==> config.mk <==
export PLATFORM = sky130hd
export DESIGN_NAME = ball_collision_resolver
export DESIGN_NICKNAME = d
export VERILOG_FILES = /design/src/rtl/ball_collision_resolver.sv
export SDC_FILE = /design/constraint.sdc
export NUM_CORES = 2
export LEC_CHECK = 0
export CORE_ASPECT_RATIO = 0.9
export CORE_MARGIN = 5
export CORE_UTILIZATION = 45
export CTS_CLUSTER_DIAMETER = 50
export DETAILED_ROUTE_END_ITERATION = 7
export DONT_BUFFER_PORTS = 1
export SETUP_SLACK_MARGIN = 0.1
export SLEW_MARGIN = 20
export SYNTH_ARGS = -nofsm -noshare
export SYNTH_HDL_FRONTEND = slang
export SYNTH_SLANG_ARGS = --single-unit
==> constraint.sdc <==
create_clock -name clk -period 39.9 [get_ports clk]
set_input_delay 9.975 -clock clk [delete_from_list [all_inputs] [get_ports clk]]
set_output_delay 9.975 -clock clk [all_outputs]
set_load 0.05 [all_outputs]
==> src/rtl/ball_collision_resolver.sv <==
// ----------------------------------------------------------------------------
// ball_collision_resolver
//
// Sequential equal-mass elastic collision resolver for two billiard balls.
// A start pulse samples both centres and velocities. If the balls touch and
// are approaching, the impulse along the centre line is computed with a pair
// of restoring dividers and applied to both balls. Otherwise the velocities
// pass through unchanged.
//
// Ports:
//   clk, rst                   clock, asynchronous active-high reset
//   start                      request pulse, sampled only while idle
//   x1, y1, x2, y2             unsigned centres of ball A and ball B
//   vax, vay, vbx, vby         signed velocities of ball A and ball B
//   vax_new .. vby_new         signed resolved velocities (registered)
//   hit                        last result was an approaching contact
//   valid                      one-cycle pulse when a new result is presented
//   busy                       request in flight (accept edge .. valid edge)
//
// Datapath lanes: index 0 is the x axis, index 1 is the y axis.
// ----------------------------------------------------------------------------
module ball_collision_resolver #(
    parameter int W      = 10,
    parameter int BALL_D = 24
) (
    input  logic                clk,
    input  logic                rst,
    input  logic                start,
    input  logic [W-1:0]        x1,
    input  logic [W-1:0]        y1,
    input  logic [W-1:0]        x2,
    input  logic [W-1:0]        y2,
    input  logic signed [W-1:0] vax,
    input  logic signed [W-1:0] vay,
    input  logic signed [W-1:0] vbx,
    input  logic signed [W-1:0] vby,
    output logic signed [W-1:0] vax_new,
    output logic signed [W-1:0] vay_new,
    output logic signed [W-1:0] vbx_new,
    output logic signed [W-1:0] vby_new,
    output logic                hit,
    output logic                valid,
    output logic                busy
);

    localparam int CW = $clog2(W + 1);
    localparam logic [2*W+1:0]   D2_MAX = (2*W+2)'(BALL_D * BALL_D);
    localparam logic signed [W+2:0] SAT_HI = (W+3)'(2**(W-1) - 1);
    localparam logic signed [W+2:0] SAT_LO = -SAT_HI;

    typedef enum logic [2:0] {
        IDLE,
        DIFF,
        DOT,
        MUL,
        DIV,
        APPLY,
        PASS
    } state_t;

    state_t state_reg, state_next;

    // Input views as per-axis arrays
    logic [W-1:0]        pa_in [2];
    logic [W-1:0]        pb_in [2];
    logic signed [W-1:0] va_in [2];
    logic signed [W-1:0] vb_in [2];

    assign pa_in[0] = x1;
    assign pa_in[1] = y1;
    assign pb_in[0] = x2;
    assign pb_in[1] = y2;
    assign va_in[0] = vax;
    assign va_in[1] = vay;
    assign vb_in[0] = vbx;
    assign vb_in[1] = vby;

    // Registered request and intermediate values
    logic [W-1:0]          pa_reg   [2];
    logic [W-1:0]          pb_reg   [2];
    logic signed [W-1:0]   va_reg   [2];
    logic signed [W-1:0]   vb_reg   [2];
    logic signed [W:0]     d_reg    [2];
    logic signed [W:0]     dv_reg   [2];
    logic [2*W+1:0]        d2_reg;
    logic signed [2*W+2:0] p_reg;
    logic signed [3*W+3:0] n_reg    [2];
    logic                  neg_reg  [2];
    logic [2*W+2:0]        rem_reg  [2];
    logic [W:0]            low_reg  [2];
    logic [W:0]            q_reg    [2];
    logic [CW-1:0]         cnt_reg;
    logic                  mul_phase_reg;

    logic signed [W-1:0]   va_new_reg [2];
    logic signed [W-1:0]   vb_new_reg [2];
    logic                  hit_reg;
    logic                  valid_reg;

    // Combinational per-lane arithmetic
    logic signed [2*W+1:0] sq       [2];
    logic signed [2*W+2:0] pp       [2];
    logic signed [3*W+3:0] n_c      [2];
    logic [3*W+3:0]        mag_c    [2];
    logic [3*W+3:0]        dividend [2];
    logic [2*W+3:0]        trial    [2];
    logic                  ge       [2];
    logic [2*W+2:0]        sub      [2];
    logic [2*W+2:0]        rem_n    [2];
    logic signed [W+1:0]   j        [2];
    logic signed [W+2:0]   sum_a    [2];
    logic signed [W+2:0]   sum_b    [2];

    logic [2*W+1:0]        d2_c;
    logic signed [2*W+2:0] p_c;
    logic                  contact_c;

    genvar gi;
    generate
        for (gi = 0; gi < 2; gi++) begin : g_lane
            // DOT: squared distance and approach-rate terms
            assign sq[gi] = (2*W+2)'(d_reg[gi]) * (2*W+2)'(d_reg[gi]);
            assign pp[gi] = (2*W+3)'(dv_reg[gi]) * (2*W+3)'(d_reg[gi]);

            // MUL: numerator, its magnitude, and half-divisor rounding bias
            assign n_c[gi]      = (3*W+4)'(p_reg) * (3*W+4)'(d_reg[gi]);
            assign mag_c[gi]    = n_reg[gi][3*W+3] ? -n_reg[gi] : n_reg[gi];
            assign dividend[gi] = mag_c[gi] + (3*W+4)'(d2_reg >> 1);

            // DIV: one restoring step. When the trial fits, the difference
            // is below d2, so the low bits of the subtraction are exact.
            assign trial[gi] = {rem_reg[gi], low_reg[gi][W]};
            assign ge[gi]    = (trial[gi] >= (2*W+4)'(d2_reg));
            assign sub[gi]   = trial[gi][2*W+2:0] - (2*W+3)'(d2_reg);
            assign rem_n[gi] = ge[gi] ? sub[gi] : trial[gi][2*W+2:0];

            // APPLY: signed impulse and widened updates before saturation
            assign j[gi]     = neg_reg[gi] ? -$signed({1'b0, q_reg[gi]})
                                           :  $signed({1'b0, q_reg[gi]});
            assign sum_a[gi] = (W+3)'(va_reg[gi]) - (W+3)'(j[gi]);
            assign sum_b[gi] = (W+3)'(vb_reg[gi]) + (W+3)'(j[gi]);
        end
    endgenerate

    assign d2_c      = $unsigned(sq[0]) + $unsigned(sq[1]);
    assign p_c       = pp[0] + pp[1];
    assign contact_c = (d2_c <= D2_MAX) && (d2_c != '0) &&
                       !p_c[2*W+2] && (p_c != '0);

    function automatic logic signed [W-1:0] sat(input logic signed [W+2:0] v);
        if (v > SAT_HI) begin
            return SAT_HI[W-1:0];
        end else if (v < SAT_LO) begin
            return SAT_LO[W-1:0];
        end
        return v[W-1:0];
    endfunction

    // State register
    always_ff @(posedge clk or posedge rst) begin
        if (rst) begin
            state_reg <= IDLE;
        end else begin
            state_reg <= state_next;
        end
    end

    // Next-state logic
    always_comb begin
        state_next = state_reg;
        case (state_reg)
            IDLE:    if (start) state_next = DIFF;
            DIFF:    state_next = DOT;
            DOT:     state_next = contact_c ? MUL : PASS;
            // Two cycles: product register, then magnitude/bias/divider load
            MUL:     if (mul_phase_reg) state_next = DIV;
            DIV:     if (cnt_reg == CW'(W)) state_next = APPLY;
            APPLY:   state_next = IDLE;
            PASS:    state_next = IDLE;
            default: state_next = IDLE;
        endcase
    end

    // Datapath and output registers
    always_ff @(posedge clk or posedge rst) begin
        if (rst) begin
            for (int i = 0; i < 2; i++) begin
                pa_reg[i]     <= '0;
                pb_reg[i]     <= '0;
                va_reg[i]     <= '0;
                vb_reg[i]     <= '0;
                d_reg[i]      <= '0;
                dv_reg[i]     <= '0;
                n_reg[i]      <= '0;
                neg_reg[i]    <= 1'b0;
                rem_reg[i]    <= '0;
                low_reg[i]    <= '0;
                q_reg[i]      <= '0;
                va_new_reg[i] <= '0;
                vb_new_reg[i] <= '0;
            end
            d2_reg        <= '0;
            p_reg         <= '0;
            cnt_reg       <= '0;
            mul_phase_reg <= 1'b0;
            hit_reg       <= 1'b0;
            valid_reg     <= 1'b0;
        end else begin
            valid_reg <= 1'b0;
            case (state_reg)
                IDLE: begin
                    if (start) begin
                        for (int i = 0; i < 2; i++) begin
                            pa_reg[i] <= pa_in[i];
                            pb_reg[i] <= pb_in[i];
                            va_reg[i] <= va_in[i];
                            vb_reg[i] <= vb_in[i];
                        end
                    end
                end
                DIFF: begin
                    for (int i = 0; i < 2; i++) begin
                        d_reg[i]  <= $signed({1'b0, pb_reg[i]}) - $signed({1'b0, pa_reg[i]});
                        dv_reg[i] <= (W+1)'(va_reg[i]) - (W+1)'(vb_reg[i]);
                    end
                end
                DOT: begin
                    d2_reg <= d2_c;
                    p_reg  <= p_c;
                end
                MUL: begin
                    if (!mul_phase_reg) begin
                        for (int i = 0; i < 2; i++) begin
                            n_reg[i] <= n_c[i];
                        end
                        mul_phase_reg <= 1'b1;
                    end else begin
                        // The quotient fits in W+1 bits, so the dividend bits
                        // above the first W+1 shift-ins are already below d2.
                        for (int i = 0; i < 2; i++) begin
                            neg_reg[i] <= n_reg[i][3*W+3];
                            rem_reg[i] <= dividend[i][3*W+3:W+1];
                            low_reg[i] <= dividend[i][W:0];
                            q_reg[i]   <= '0;
                        end
                        cnt_reg       <= '0;
                        mul_phase_reg <= 1'b0;
                    end
                end
                DIV: begin
                    for (int i = 0; i < 2; i++) begin
                        rem_reg[i] <= rem_n[i];
                        low_reg[i] <= {low_reg[i][W-1:0], 1'b0};
                        q_reg[i]   <= {q_reg[i][W-1:0], ge[i]};
                    end
                    cnt_reg <= cnt_reg + CW'(1);
                end
                APPLY: begin
                    for (int i = 0; i < 2; i++) begin
                        va_new_reg[i] <= sat(sum_a[i]);
                        vb_new_reg[i] <= sat(sum_b[i]);
                    end
                    hit_reg   <= 1'b1;
                    valid_reg <= 1'b1;
                end
                PASS: begin
                    for (int i = 0; i < 2; i++) begin
                        va_new_reg[i] <= va_reg[i];
                        vb_new_reg[i] <= vb_reg[i];
                    end
                    hit_reg   <= 1'b0;
                    valid_reg <= 1'b1;
                end
                default: ;
            endcase
        end
    end

    assign vax_new = va_new_reg[0];
    assign vay_new = va_new_reg[1];
    assign vbx_new = vb_new_reg[0];
    assign vby_new = vb_new_reg[1];
    assign hit     = hit_reg;
    assign valid   = valid_reg;
    assign busy    = (state_reg != IDLE);

endmodule

After elaboration in Yosys (flattened, before gate mapping)
Cells that the tools add are included.

Bitwise operators: 1. Mux-type cells: 48. Equality and inequality tests: 10. Multipliers: 6. Add/sub/neg operators: 19. $lt $le $gt $ge: 11. Reduce and logical (&&, ||, !) cells: 16.

Operators with widths (number): 10-bit 2-to-1 mux (12); 46-bit one-hot mux with 2 select lines (1); 11-bit by 11-bit multiplier with 22-bit output (4); 22-bit one-hot mux with 2 select lines (2); 20-bit one-hot mux with 2 select lines (2); 34-bit by 21-bit adder with 34-bit output (2); 23-bit by 11-bit multiplier with 34-bit output (2); 34-bit 2-to-1 mux (2); 34-bit negator (2); 13-bit by 10-bit greater-than comparator with 1-bit output (second input constant) (4); 13-bit by 10-bit < comparator with 1-bit output (second input constant) (4); 24-bit by 22-bit >= comparator with 1-bit output (2); 23-bit 2-to-1 mux (2); 46-bit 2-to-1 mux (1); 23-bit by 22-bit subtractor with 23-bit output (2); 22-bit 2-to-1 mux (2); 10-bit by 10-bit subtractor with 11-bit output (4); 10-bit by 12-bit adder with 13-bit output (2); 10-bit by 12-bit subtractor with 13-bit output (2); 12-bit 2-to-1 mux (2); 11-bit negator with 12-bit output (2); 22-bit by 22-bit adder with 23-bit output (1); 23-bit nonzero test (1); 22-bit adder (1); 23 further kinds (50).

Output and inout bits: 43. Bits in registers: 379. Word-level logic and storage cells: 144.

Logic depth before layout (Yosys ltp)
Depth in word-level cells: 9. Gate-level depth with buffers: 28. Mapped depth without buffers: 26.

Least setup slack after synthesis
No wires, ideal clock.

Path kind: input -> register. From: in start. To: reg pa_reg[0] (netlist bit). Data required time: 39.775 ns. Library setup time: 0.125 ns. Arrival: 11.155 ns. Path slack: 28.620 ns. Stages on the path: 4. Cell sequence: nand2b_1 -> nor3_1 -> clkbuf_1 -> mux2_2.

Word-level cells in the longest chain between the ends: 1.

RTL lines: start: declaration (line 28) `input logic start,`; 2-bit AND reduction (no line); end signal: indexed assignment (line 214) `pa_reg[i] <= pa_in[i];`; end: declaration (line 79) `logic [W-1:0] pa_reg [2];`.

Every way passes these cells. A chain may end at the register's enable or synchronous reset.

==> results_dict.tcl <==
set metrics [dict create \
    outcome "completed" \
    cts_tree "built" \
    postLayoutCellArea_mm2 0.0649 \
    port_buffers 0 \
    grt_pass1_wl_um 271000 \
    die_y_um 360 \
    critPathRequiredTime_ns 40.52 \
    rsz0062_at_grt "false" \
    ys.flop_type "dfrtp_1" \
    grt_pass1_vias 48100 \
    synth_area_leader_cell "fa_1" \
    yosysTopAreaCellShare 0.318 \
    fin_crit_ns 12.46 \
    maxSlewHeadroom 0.220 \
    rows 128 \
    fin_skew_ns 0.0361 \
    ys_top_cells_by_count "inv_1 (1222), fa_1 (975), nand2_1 (844), ha_1 (494), dfrtp_1 (379)" \
    layout-drive-gt1-share 0.0437 \
    finalHoldViolCount 0 \
    routedWlPerCell_um 19.3 \
    synth_area_leaders "fa_1 (32%), dfrtp_1 (15%), ha_1 (10%)" \
    maxSlewViolCount 0 \
    syn_nets 8410 \
    path_class "input port to async pin" \
    core_mm2 0.135 \
    cp.arrival_ns 13.08 \
    die-area_mm2 0.144 \
    drc 0 \
    place_ws_ns 26.45 \
    clk_pin_slew_ns 0.05 \
    start_util 0.453 \
    synth.distinct_cells 82 \
    gr-total-overflow 0 \
    synth_seq_cells 379 \
    vias 45900 \
    hold_path.class "flip-flop to flip-flop" \
    setup_violations 0 \
    timing.fmax_mhz 80.2 \
    drt_iter0_drc 2764 \
    synth_most_common_cell "inv_1" \
    dieWidth_um 399 \
    dpl_cell_area_mm2 0.0631 \
    synth.avg_cell_area_um2 8.95 \
    cts_resized 0 \
    timing.final.ws_setup_ns 27.44 \
    dr.pass1.iters 6 \
    ys_async_sr_fraction 1.00 \
    clock_path_buffers 3 \
    largest_register_ffs 68 \
    cts_setup_buffers 0 \
    maxCapViolations 0 \
    drtAntennaViolNets 0 \
    layout.nets 8238 \
    clk_latency_ns 0.63 \
    yosysWarnings 0 \
    synth_area_mm2 0.0613 \
    totalWireLength_um 165000 \
    cp-start-kind "input port" \
    numCtsBuffers 51 \
    cts.sink_count 379 \
    holdWs_ns 0.482 \
    grt_max_degree 122 \
    syn_inst 6858 \
    gp_congestion 0.892 \
    fin_tns_setup_ns 0 \
    area_delta_synth_final_pct 5.78 \
    hold_depth 2 \
    antenna_found_initial 7 \
    rr_worst_depth 25 \
    ctsHoldBuffers 0 \
    groute.usage.overall 0.235 \
    path_max_fanout 121 \
    synth_edf_count 0 \
    io-pin-count 126 \
    worst_setup_path_end_kind "async pin" \
    hpwlAfterDp_um 133000 \
    clockRootBuffer "clkbuf_16" \
    yosysSeqAreaShare 0.155 \
    h-tree-depth 2 \
    worst_pin_slew_ns 1.15 \
    fin_crit_sh 0.312 \
    routed_via_density 5.37 \
]
-- cell families (layout without fill, tap and decap cells) --
group | count (synthesis) | count (layout) | synth area share
other | 0 | 2 | 0
XOR/XNOR | 340 | 340 | 0.0485
buffers and inverters | 1519 | 1386 | 0.0930
AO/OA/AOI/OAI | 1124 | 1124 | 0.115
AND/OR/NAND/NOR | 1936 | 1936 | 0.153
adder cells (fa/ha/maj) | 1469 | 1469 | 0.419
flip-flops | 379 | 379 | 0.155
multiplexers | 91 | 91 | 0.0162
-- per-layer routing --
layer / global-route usage / wire [um] / up-vias
li1: - / - / 21500
met1: 0.334 / 75100 / 23100
met2: 0.382 / 76600 / 1098
met3: 0.0329 / 9060 / 231
met4: 0.0564 / 4570 / 2
met5: 0 / 6 / -
-- stage by stage --
| stage | util | cells |
|---|---|---|
| 2_1_floorplan | - | 6858 |
| 3_3_place_gp | 0.466 | 8453 |
| 3_5_place_dp | 0.466 | 8453 |
| 4_1_cts | 0.479 | 8545 |
| 5_1_grt | 0.479 | 8545 |
| 6_report | 0.480 | 8547 |
-- path summary, 6_finish.rpt --
path	start	end	slack (ns)
max in group clk	state_reg[1]$_DFFE_PP0P_	busy	28.10
hold reg to reg	p_reg[10]$_DFFE_PP0P_	p_reg[10]$_DFFE_PP0P_	0.48
hold / removal	p_reg[10]$_DFFE_PP0P_	p_reg[10]$_DFFE_PP0P_	0.48
setup / recovery	rst	pb_reg[11]$_DFFE_PP0P_	27.44
min in group asynchronous	rst	vby_new[0]$_DFFE_PP0P_	9.31
setup reg to reg	d_reg[10]$_DFFE_PP0P_	state_reg[2]$_DFFE_PP0P_	29.96
-- cell type report --
cell class	instances	area, um^2
Clock buffer	58	1310
Fill cell	12900	70400
Multi-Input combinational cell	4960	46200
Timing Repair Buffer	70	526
Sequential cell	379	9500
Clock inverter	34	462
Antenna cell	2	5.00
Inverter	1224	4600
Tap cell	1820	2280
-- worst max-delay path, stage by stage --
cell and delay (ns):
inv_8 0.48, buf_4 0.86, buf_4 0.82, buf_4 0.82
-- layout by cell type (no fill, tap or decap), types with 21 or more instances in the layout --
cell type	count
o31ai_1	61
and2_1	369
buf_4	70
xor2_1	118
o21bai_1	22
a31oi_1	32
a211oi_1	45
a21boi_0	34
ha_1	494
a21o_1	84
mux2_2	67
mux2i_1	24
o211ai_1	26
a21oi_1	225
o21a_1	38
inv_1	1221
xnor2_1	222
or3_1	24
nand3_1	76
and3_1	26
nor3_1	62
clkbuf_16	51
nand2_1	842
nand2b_1	112
nor2_1	233
dfrtp_1	365
o21ai_0	365
o22ai_1	48
nor2b_1	49
fa_1	975
nor4_1	21
Power is left out: the tool's default activity adds up to more than one toggle a clock period on the data nets, which glitch-free logic cannot reach.
